==> src/rtl/ex_pkg.sv <==
// Shared execute-stage encodings: aluop codes, alusel result classes and the
// divider FSM states, also used by the decode stage.
package ex_pkg;

   localparam logic [7:0] OP_AND   = 8'h24;
   localparam logic [7:0] OP_OR    = 8'h25;
   localparam logic [7:0] OP_XOR   = 8'h26;
   localparam logic [7:0] OP_NOR   = 8'h27;
   localparam logic [7:0] OP_SLL   = 8'h7C;
   localparam logic [7:0] OP_SRL   = 8'h02;
   localparam logic [7:0] OP_SRA   = 8'h03;
   localparam logic [7:0] OP_ADDU  = 8'h21;
   localparam logic [7:0] OP_SUBU  = 8'h23;
   localparam logic [7:0] OP_SLT   = 8'h2A;
   localparam logic [7:0] OP_SLTU  = 8'h2B;
   localparam logic [7:0] OP_MULTU = 8'h19;
   localparam logic [7:0] OP_DIVU  = 8'h1B;
   localparam logic [7:0] OP_MFHI  = 8'h10;
   localparam logic [7:0] OP_MFLO  = 8'h12;
   localparam logic [7:0] OP_MTHI  = 8'h11;
   localparam logic [7:0] OP_MTLO  = 8'h13;

   localparam logic [2:0] SEL_LOGIC = 3'b001;
   localparam logic [2:0] SEL_SHIFT = 3'b010;
   localparam logic [2:0] SEL_ARITH = 3'b100;
   localparam logic [2:0] SEL_MOVE  = 3'b011;

   localparam logic [1:0] IDLE     = 2'd0;
   localparam logic [1:0] DIV_BUSY = 2'd1;
   localparam logic [1:0] DIV_DONE = 2'd2;

   // HI/LO-only operations never write the register file.
   function automatic logic writes_gpr(input logic [7:0] op);
      return !(op == OP_MULTU || op == OP_DIVU || op == OP_MTHI || op == OP_MTLO);
   endfunction

endpackage

==> src/rtl/ex_div_iter.sv <==
// Restoring unsigned divider, one quotient bit per cycle. A zero divisor
// naturally yields quotient all-ones and remainder equal to the dividend.
module ex_div_iter
   import ex_pkg::*;
#(
   parameter int XLEN = 32
) (
   input  logic            clk,
   input  logic            rst,
   input  logic            start,
   input  logic            flush,
   input  logic [XLEN-1:0] dividend,
   input  logic [XLEN-1:0] divisor,
   output logic            busy,
   output logic            done,
   output logic [XLEN-1:0] quotient,
   output logic [XLEN-1:0] remainder
);

   localparam int CW = $clog2(XLEN);

   logic [1:0]      state;
   logic [CW-1:0]   cnt;
   logic [XLEN-1:0] quo;
   logic [XLEN-1:0] rem;
   logic [XLEN-1:0] dsr;
   logic [XLEN:0]   shifted;
   logic [XLEN-1:0] diff;
   logic            take;

   assign shifted = {rem, quo[XLEN-1]};
   assign take    = shifted >= {1'b0, dsr};
   // When take is set the true difference is below dsr, so the low bits suffice.
   assign diff    = shifted[XLEN-1:0] - dsr;

   always_ff @(posedge clk) begin
      if (!rst) begin
         state <= IDLE;
         cnt   <= '0;
         quo   <= '0;
         rem   <= '0;
         dsr   <= '0;
      end else if (flush) begin
         state <= IDLE;
      end else begin
         case (state)
            IDLE: begin
               if (start) begin
                  state <= DIV_BUSY;
                  quo   <= dividend;
                  rem   <= '0;
                  dsr   <= divisor;
                  cnt   <= '0;
               end
            end
            DIV_BUSY: begin
               quo <= {quo[XLEN-2:0], take};
               rem <= take ? diff : shifted[XLEN-1:0];
               cnt <= cnt + 1'b1;
               if (cnt == CW'(XLEN-1)) state <= DIV_DONE;
            end
            DIV_DONE: state <= IDLE;
            default:  state <= IDLE;
         endcase
      end
   end

   assign busy      = state != IDLE;
   assign done      = state == DIV_DONE;
   assign quotient  = quo;
   assign remainder = rem;

endmodule

==> src/rtl/ex_alu_mc.sv <==
// Execute-stage ALU: single-cycle logic/shift/arith/move results, one-cycle
// MULTU into HI/LO, and an iterative DIVU that stalls upstream until done.
module ex_alu_mc
   import ex_pkg::*;
#(
   parameter int XLEN    = 32,
   parameter int RADDR_W = 5
) (
   input  logic               clk,
   input  logic               rst,
   input  logic               valid_i,
   input  logic [7:0]         aluop_i,
   input  logic [2:0]         alusel_i,
   input  logic [XLEN-1:0]    rdata_1_i,
   input  logic [XLEN-1:0]    rdata_2_i,
   input  logic [RADDR_W-1:0] waddr_i,
   input  logic               we_i,
   input  logic               flush_i,
   output logic               stall_o,
   output logic               valid_o,
   output logic               we_o,
   output logic [RADDR_W-1:0] waddr_o,
   output logic [XLEN-1:0]    wdata_o,
   output logic [XLEN-1:0]    hi_o,
   output logic [XLEN-1:0]    lo_o
);

   localparam int SHW = $clog2(XLEN);

   logic [XLEN-1:0]   a, b;
   logic [SHW-1:0]    sh;
   logic [XLEN-1:0]   logic_res, shift_res, arith_res, move_res, res;
   logic [2*XLEN-1:0] prod;
   logic              accept, div_start, div_done;
   logic [XLEN-1:0]   div_q, div_r;

   assign a  = rdata_1_i;
   assign b  = rdata_2_i;
   assign sh = rdata_1_i[SHW-1:0];

   assign accept    = valid_i && !stall_o && !flush_i;
   assign div_start = accept && aluop_i == OP_DIVU;
   assign prod      = {{XLEN{1'b0}}, a} * {{XLEN{1'b0}}, b};

   always_comb begin
      logic_res = '0;
      shift_res = '0;
      arith_res = '0;
      move_res  = '0;
      case (aluop_i)
         OP_AND:  logic_res = a & b;
         OP_OR:   logic_res = a | b;
         OP_XOR:  logic_res = a ^ b;
         OP_NOR:  logic_res = ~(a | b);
         OP_SLL:  shift_res = b << sh;
         OP_SRL:  shift_res = b >> sh;
         OP_SRA:  shift_res = XLEN'($signed(b) >>> sh);
         OP_ADDU: arith_res = a + b;
         OP_SUBU: arith_res = a - b;
         OP_SLT:  arith_res = {{(XLEN-1){1'b0}}, $signed(a) < $signed(b)};
         OP_SLTU: arith_res = {{(XLEN-1){1'b0}}, a < b};
         // HI/LO are already registered, so the preceding op's write is visible.
         OP_MFHI: move_res  = hi_o;
         OP_MFLO: move_res  = lo_o;
         default: ;
      endcase
      case (alusel_i)
         SEL_LOGIC: res = logic_res;
         SEL_SHIFT: res = shift_res;
         SEL_ARITH: res = arith_res;
         SEL_MOVE:  res = move_res;
         default:   res = '0;
      endcase
   end

   ex_div_iter #(.XLEN(XLEN)) u_div (
      .clk       (clk),
      .rst       (rst),
      .start     (div_start),
      .flush     (flush_i),
      .dividend  (a),
      .divisor   (b),
      .busy      (stall_o),
      .done      (div_done),
      .quotient  (div_q),
      .remainder (div_r)
   );

   always_ff @(posedge clk) begin
      if (!rst) begin
         valid_o <= 1'b0;
         we_o    <= 1'b0;
         waddr_o <= '0;
         wdata_o <= '0;
         hi_o    <= '0;
         lo_o    <= '0;
      end else begin
         valid_o <= 1'b0;
         we_o    <= 1'b0;
         if (!flush_i) begin
            if (div_done) begin
               valid_o <= 1'b1;
               hi_o    <= div_r;
               lo_o    <= div_q;
            end else if (accept && aluop_i != OP_DIVU) begin
               // DIVU reports only at completion; wdata/waddr hold until then.
               valid_o <= 1'b1;
               we_o    <= we_i && writes_gpr(aluop_i);
               wdata_o <= res;
               waddr_o <= waddr_i;
               case (aluop_i)
                  OP_MULTU: {hi_o, lo_o} <= prod;
                  OP_MTHI:  hi_o <= a;
                  OP_MTLO:  lo_o <= a;
                  default:  ;
               endcase
            end
         end
      end
   end

endmodule

==> config.mk <==
export PLATFORM = sky130hd
export DESIGN_NAME = ex_alu_mc
export DESIGN_NICKNAME = d
export VERILOG_FILES = /design/src/rtl/ex_pkg.sv /design/src/rtl/ex_div_iter.sv /design/src/rtl/ex_alu_mc.sv
export SDC_FILE = /design/constraint.sdc
export NUM_CORES = 2
export LEC_CHECK = 0
export BUFFER_PORTS_ARGS = -buffer_cell sky130_fd_sc_hd__clkbuf_2
export CAP_MARGIN = 5
export CORE_MARGIN = 8
export CORE_UTILIZATION = 50
export CTS_CLUSTER_DIAMETER = 150
export DETAILED_ROUTE_END_ITERATION = 12
export PLACE_DENSITY = 0.65
export SKIP_LAST_GASP = 1
export SLEW_MARGIN = 5
export SYNTH_ARGS = -nofsm -noshare
export SYNTH_HDL_FRONTEND = slang
export SYNTH_SLANG_ARGS = --single-unit
==> constraint.sdc <==
create_clock -name clk -period 18.7 [get_ports clk]
set_input_delay 2.805 -clock clk [delete_from_list [all_inputs] [get_ports clk]]
set_output_delay 2.805 -clock clk [all_outputs]
set_load 0.005 [all_outputs]
* Word-level counts from Yosys, hierarchy flattened
Cells that the tools add are included.
Word-level totals: bits in registers 206, word-level logic and storage cells 105
Cells by class: $add $sub $neg 4, multiply operators 1, $lt $le $gt $ge 3, equality and inequality tests 27, shift-type cells 3, multiplexer cells 23, bitwise operators 8, reductions and logical operators 25
Operators by type and width (count):
- 32-bit case mux with 4 select lines | 3
- 32-bit case mux with 2 select lines | 5
- 32-bit 2-to-1 mux | 7
- 32-bit case mux with 3 select lines | 1
- 8-bit by 6-bit == test with 1-bit output (second input constant) | 8
- 32-bit < comparator | 2
- 32-bit by 32-bit multiplier with 64-bit output | 1
- 32-bit subtractor | 2
- 8-bit by 5-bit == test with 1-bit output (second input constant) | 6
- 33-bit by 32-bit greater-or-equal comparator with 1-bit output | 1
- 32-bit adder | 1
- 32-bit AND | 1
- 32-bit NOT | 1
- 32-bit OR | 1
- 32-bit by 5-bit << shifter with 32-bit output | 1
- 32-bit by 5-bit right shift with 32-bit output | 1
- 32-bit by 5-bit >>> shifter with 32-bit output | 1
- 32-bit bitwise XOR | 1
- 8-bit by 2-bit == test with 1-bit output (second input constant) | 2
- 3-bit AND reduction | 5
- 5-bit case mux with 2 select lines | 1
- 8-bit by 7-bit == test with 1-bit output (second input constant) | 1
- 8-bit by 5-bit inequality test with 1-bit output (second input constant) | 1
- 3-bit by 2-bit == test with 1-bit output (second input constant) | 2
- 22 further kinds | 38

* Logic depth before layout (Yosys ltp)
depth after elaboration 7, depth in mapped cells 34

* By module
From an unflattened synthesis, not the netlist that was laid out.
Unflattened totals: cell total of the unflattened synthesis 6440, area total of the unflattened synthesis 52078.7 sq um
Modules (own cells, without submodules):
- ex_alu_mc | times used 1, cells an instance 5658, area an instance 46094.2 sq um, sequential area each 2062.0 sq um
- ex_div_iter | times used 1, cells an instance 782, area an instance 5984.5 sq um, sequential area each 2062.0 sq um

* Least setup slack after synthesis
No wires, ideal clock.
path type input to register, start point input rdata_1_i[2], end point register hi_o[26], setup time 79 ps, arrival 10314 ps, data required time 18621 ps, slack 8307 ps, cell stages on the path 30, cells stage by stage clkbuf_1 clkbuf_1 clkbuf_1 clkbuf_1 buf_1 nand2_1 fa_1 fa_1 inv_1 fa_1 fa_1 fa_1 fa_1 fa_1 inv_1 fa_1 inv_1 ha_1 clkbuf_1 a21o_1 a21o_1 a21o_1 a21o_1 a21oi_1 o41ai_4 and2_4 o311ai_4 nand2b_1 xnor2_1 a211oi_2
Between the ends: word-level cells in the longest chain between the ends 4
RTL lines:
- from (decl) | RTL line ex_alu_mc.sv:14 | input logic [XLEN-1:0] rdata_1_i,
- 32-bit by 32-bit multiplier with 64-bit output | RTL line ex_alu_mc.sv:43 | assign prod = {{XLEN{1'b0}}, a} * {{XLEN{1'b0}}, b};
- 32-bit case mux with 2 select lines | RTL line ex_alu_mc.sv:111 | case (aluop_i)
- 32-bit 2-to-1 mux | RTL line ex_alu_mc.sv:105 | end else if (accept && aluop_i != OP_DIVU) begin
- 32-bit 2-to-1 mux | RTL line ex_alu_mc.sv:101 | if (div_done) begin
- to (signal assigned) | RTL line ex_alu_mc.sv:103 | hi_o <= div_r;
- to (signal assigned) | RTL line ex_alu_mc.sv:112 | OP_MULTU: {hi_o, lo_o} <= prod;
- to (decl) | RTL line ex_alu_mc.sv:24 | output logic [XLEN-1:0] hi_o,
Every way passes these cells. The select of a mux whose other input is x is not followed. A chain may end at the register's enable or synchronous reset.

* Final worst setup path
start point input rdata_2_i[7], end point register hi_o[23]
Between the ends: word-level cells in the longest chain between the ends 4
RTL lines:
- from (decl) | RTL line ex_alu_mc.sv:15 | input logic [XLEN-1:0] rdata_2_i,
- 32-bit by 32-bit multiplier with 64-bit output | RTL line ex_alu_mc.sv:43
- 32-bit case mux with 2 select lines | RTL line ex_alu_mc.sv:111
- 32-bit 2-to-1 mux | RTL line ex_alu_mc.sv:105
- 32-bit 2-to-1 mux | RTL line ex_alu_mc.sv:101
Every way passes these cells. The select of a mux whose other input is x is not followed.

==> results.json <==
{
  "dieArea_sq_mm": 0.113,
  "drtPass1Iterations": 6,
  "critPathMaxFanout": 28,
  "synth-seq-cells": 206,
  "grt_overflow": 0,
  "worstPathArrival_ns": 12.30,
  "synth-edff-count": 0,
  "path_clk_slew_ns": 0.07,
  "multiInputGateArea_sq_mm": 0.0418,
  "drive_gt1_frac": 0.0737,
  "min_path_cells": 2,
  "netlist_area_sq_mm": 0.0514,
  "ant_nets": 0,
  "yosys_warnings": 0,
  "die_w_microns": 337,
  "whs_endpoint": "wdata_o[1]",
  "hold_class": "reg2reg",
  "drt_iter0_markers": 6257,
  "yosysSeqAreaShare": 0.0802,
  "synth_cells": 6424,
  "ioPinCount": 189,
  "drcViolationCount": 0,
  "cts_setup_buffers": 0,
  "synthXorXnorAreaFrac": 0.0182,
  "worstMarginPinSlew_ns": 1.37,
  "antenna_found_initial": 19,
  "period_needed_ns": 11.83,
  "setup_viol_count_final": 0,
  "r2r_start": "u_div.quotient[31]",
  "ff2ff_setup_slack_ns": 14.68,
  "critical_path_required_ns": 19.17,
  "route.vias.total": 49300,
  "syn_nets": 7801,
  "skew_ns": 0.0264,
  "cts_tree": "built",
  "grt_pass1_wl_mm": 330,
  "via_per_inst": 6.38,
  "fmax_mhz": 84.5,
  "synth_fa_ha_area_frac": 0.445,
  "rsz0062_at_grt": "no",
  "grt_max_degree": 89,
  "avgSynthCellArea_sq_um": 8.01,
  "ys.flop_type": "dfxtp_1",
  "grt_usage": 0.395,
  "nets": 7695,
  "cts_buffers": 21,
  "fin_tns_setup_ns": 0,
  "synth_mux_area_frac": 0.0419,
  "grt_pass1_vias": 49100,
  "fp.dieH_microns": 337,
  "synth_top_family_by_area": "adder cells",
  "r2r_end": "u_div.remainder[1]",
  "cp-end-kind": "register",
  "post-place-cells": 7663,
  "yosys.area.top_type_share": 0.350,
  "cts_buffer_depth": 3,
  "fin_cells": 7725,
  "dp_slack_ns": 6.64,
  "core_sq_mm": 0.102,
  "insertion_delay_ns": 0.55,
  "cts_max_level": 1,
  "maxCapViolations": 0,
  "start_kind": "primary input",
  "post_drt_wl_per_cell_microns": 29.4,
  "synth-compound-area-share": 0.143,
  "numPortBuffers": 188,
  "ctsResizeCount": 0,
  "status": "completed",
  "place_congestion": 1.05,
  "setup_slack_ns": 6.87,
  "hp-start": "wdata_o[1]",
  "drt_wl_total_mm": 227,
  "initial_utilization": 0.505,
  "fillers": 9955,
  "fin_crit_sh": 0.633,
  "ys_top_cells_by_area": "fa_1 (35%), ha_1 (9.6%), dfxtp_1 (8.0%)",
  "fp-row-count": 117,
  "area.growth.synth_to_final_pct": 5.10,
  "clock_sinks": 206,
  "final_hold_viol_count": 0,
  "synth-simple-area-share": 0.163,
  "clock-root-buffer": "clkbuf_16",
  "slew_violations": 0,
  "fin_util": 0.531,
  "synth_cell_types": 97,
  "ctsHoldBuffers": 0,
  "setup.worst_path.class": "in2reg",
  "slew_headroom": 0.0830,
  "rr_worst_depth": 13,
  "async_flop_share": 0,
  "synth_largest_area_cell": "fa_1",
  "hpwl_mm": 169,
  "seq_area_sq_mm": 0.00412
}
cell type report:
cell class / count / share of cell area
timing repair buffer: 314 / 0.0351
multi-input combinational: 4765 / 0.774
clock buffer: 30 / 0.0111
inverter: 1010 / 0.0702
antenna: 24 / 0.00111
clock inverter: 8 / 0.000995
tap: 1368 / 0.0317
sequential: 206 / 0.0763
through the flow:
| stage | instance area [sq um] | hold slack, ns |
|---|---|---|
| floorplan | 51400 | 0.432 |
| global placement | 53300 | 0.436 |
| detailed placement | 53300 | 0.443 |
| CTS | 54000 | 0.452 |
| global route | 54000 | 0.469 |
| finish | 54100 | 0.451 |
cell usage after synthesis (7+ instances only):
cell,number
mux4_2,45
a311oi_1,39
o21ai_0,204
or3_1,18
mux2i_1,104
o31ai_1,14
o21bai_1,22
o21ai_1,93
o21a_1,16
and2_1,11
fa_1,899
clkinv_1,18
inv_1,985
a21o_1,70
nand2_1,881
a211oi_1,38
buf_4,9
buf_1,81
nand3b_1,7
a21oi_1,363
nand2b_1,29
a211o_1,13
nand3_1,41
xnor2_1,68
o211ai_1,86
nor4_1,17
and3_1,18
inv_2,7
a31oi_1,33
mux2_2,9
buf_2,41
clkbuf_1,311
nor2b_1,30
nor3_1,56
a221o_1,8
ha_1,393
nor2_1,862
nand4_1,32
o221ai_1,25
dfxtp_1,206
or4_1,8
xor2_1,39
o22ai_1,36
a221oi_1,17
routing by layer:
layer	up-vias	wire [microns]	GRT usage
li1	20300	-	-
met3	919	28200	0.112
met1	24500	82700	0.497
met5	-	119	0
met4	16	19200	0.264
met2	3526	96700	0.591
worst max-delay path, cell delays in order:
cell and delay, ns:
clkbuf_2 0.64, clkinv_1 1.19, nor2_1 0.43, fa_1 0.49
fa_1 0.49, fa_1 0.51, inv_1 0.06, fa_1 0.49
inv_1 0.06, fa_1 0.50, inv_1 0.06, fa_1 0.54
inv_1 0.05, fa_1 0.39, fa_1 0.41, ha_1 0.41
a211oi_1 0.37, o211ai_1 0.16, a21bo_1 0.22, a22o_1 0.18
a31oi_1 0.46, o31a_1 0.52, nor3_2 0.13, o31ai_1 0.27
xnor2_1 0.16, nor2_1 0.07, o41ai_2 0.20
how the worst max path moves through the flow:
stage          slack (ns)  cells after the start       end    startpoint
5_1_grt              6.71                     27  hi_o[23]  rdata_2_i[7]
2_1_floorplan        8.31                     30  hi_o[26]  rdata_1_i[2]
3_3_place_gp         6.81                     25  hi_o[24]  rdata_2_i[8]
6_report             6.87                     27  hi_o[23]  rdata_2_i[7]
4_1_cts              7.20                     27  hi_o[23]  rdata_2_i[7]
3_5_place_dp         6.64                     25  hi_o[24]  rdata_2_i[8]
sequential cells by signal, indices dropped and copies added (netlist names):
name,flops
we_o,1
u_div.cnt,5
u_div.state,2
u_div.dsr,32
u_div.quotient,32
waddr_o,5
lo_o,32
wdata_o,32
u_div.remainder,32
hi_o,32
valid_o,1
layout by cell type (no fill, tap or decap), types with 18 or more instances in the layout:
cell type	count
a211oi_1	37
a21o_1	70
a21oi_1	363
a311oi_1	39
a31oi_1	33
and3_1	18
buf_4	130
clkbuf_16	21
clkbuf_2	184
clkinv_1	18
dfxtp_1	206
diode_2	24
fa_1	899
ha_1	393
inv_1	981
mux2i_1	104
mux4_2	45
nand2_1	881
nand2b_1	28
nand3_1	41
nand4_1	32
nor2_1	859
nor2b_1	29
nor3_1	55
o211ai_1	86
o21ai_0	204
o21ai_1	93
o21bai_1	22
o221ai_1	25
o22ai_1	36
or3_1	18
xnor2_1	68
xor2_1	39
logic make-up after synthesis:
| logic type | after synthesis |
|---|---|
| AO/OA/AOI/OAI | 1163 |
| XOR/XNOR | 107 |
| adder cells (fa/ha/maj) | 1292 |
| buffers and inverters | 1453 |
| flip-flops | 206 |
| multiplexers | 158 |
| AND/OR/NAND/NOR | 2045 |
Power is left out: the tool's default activity adds up to more than one toggle a clock period on the data nets, which glitch-free logic cannot reach.
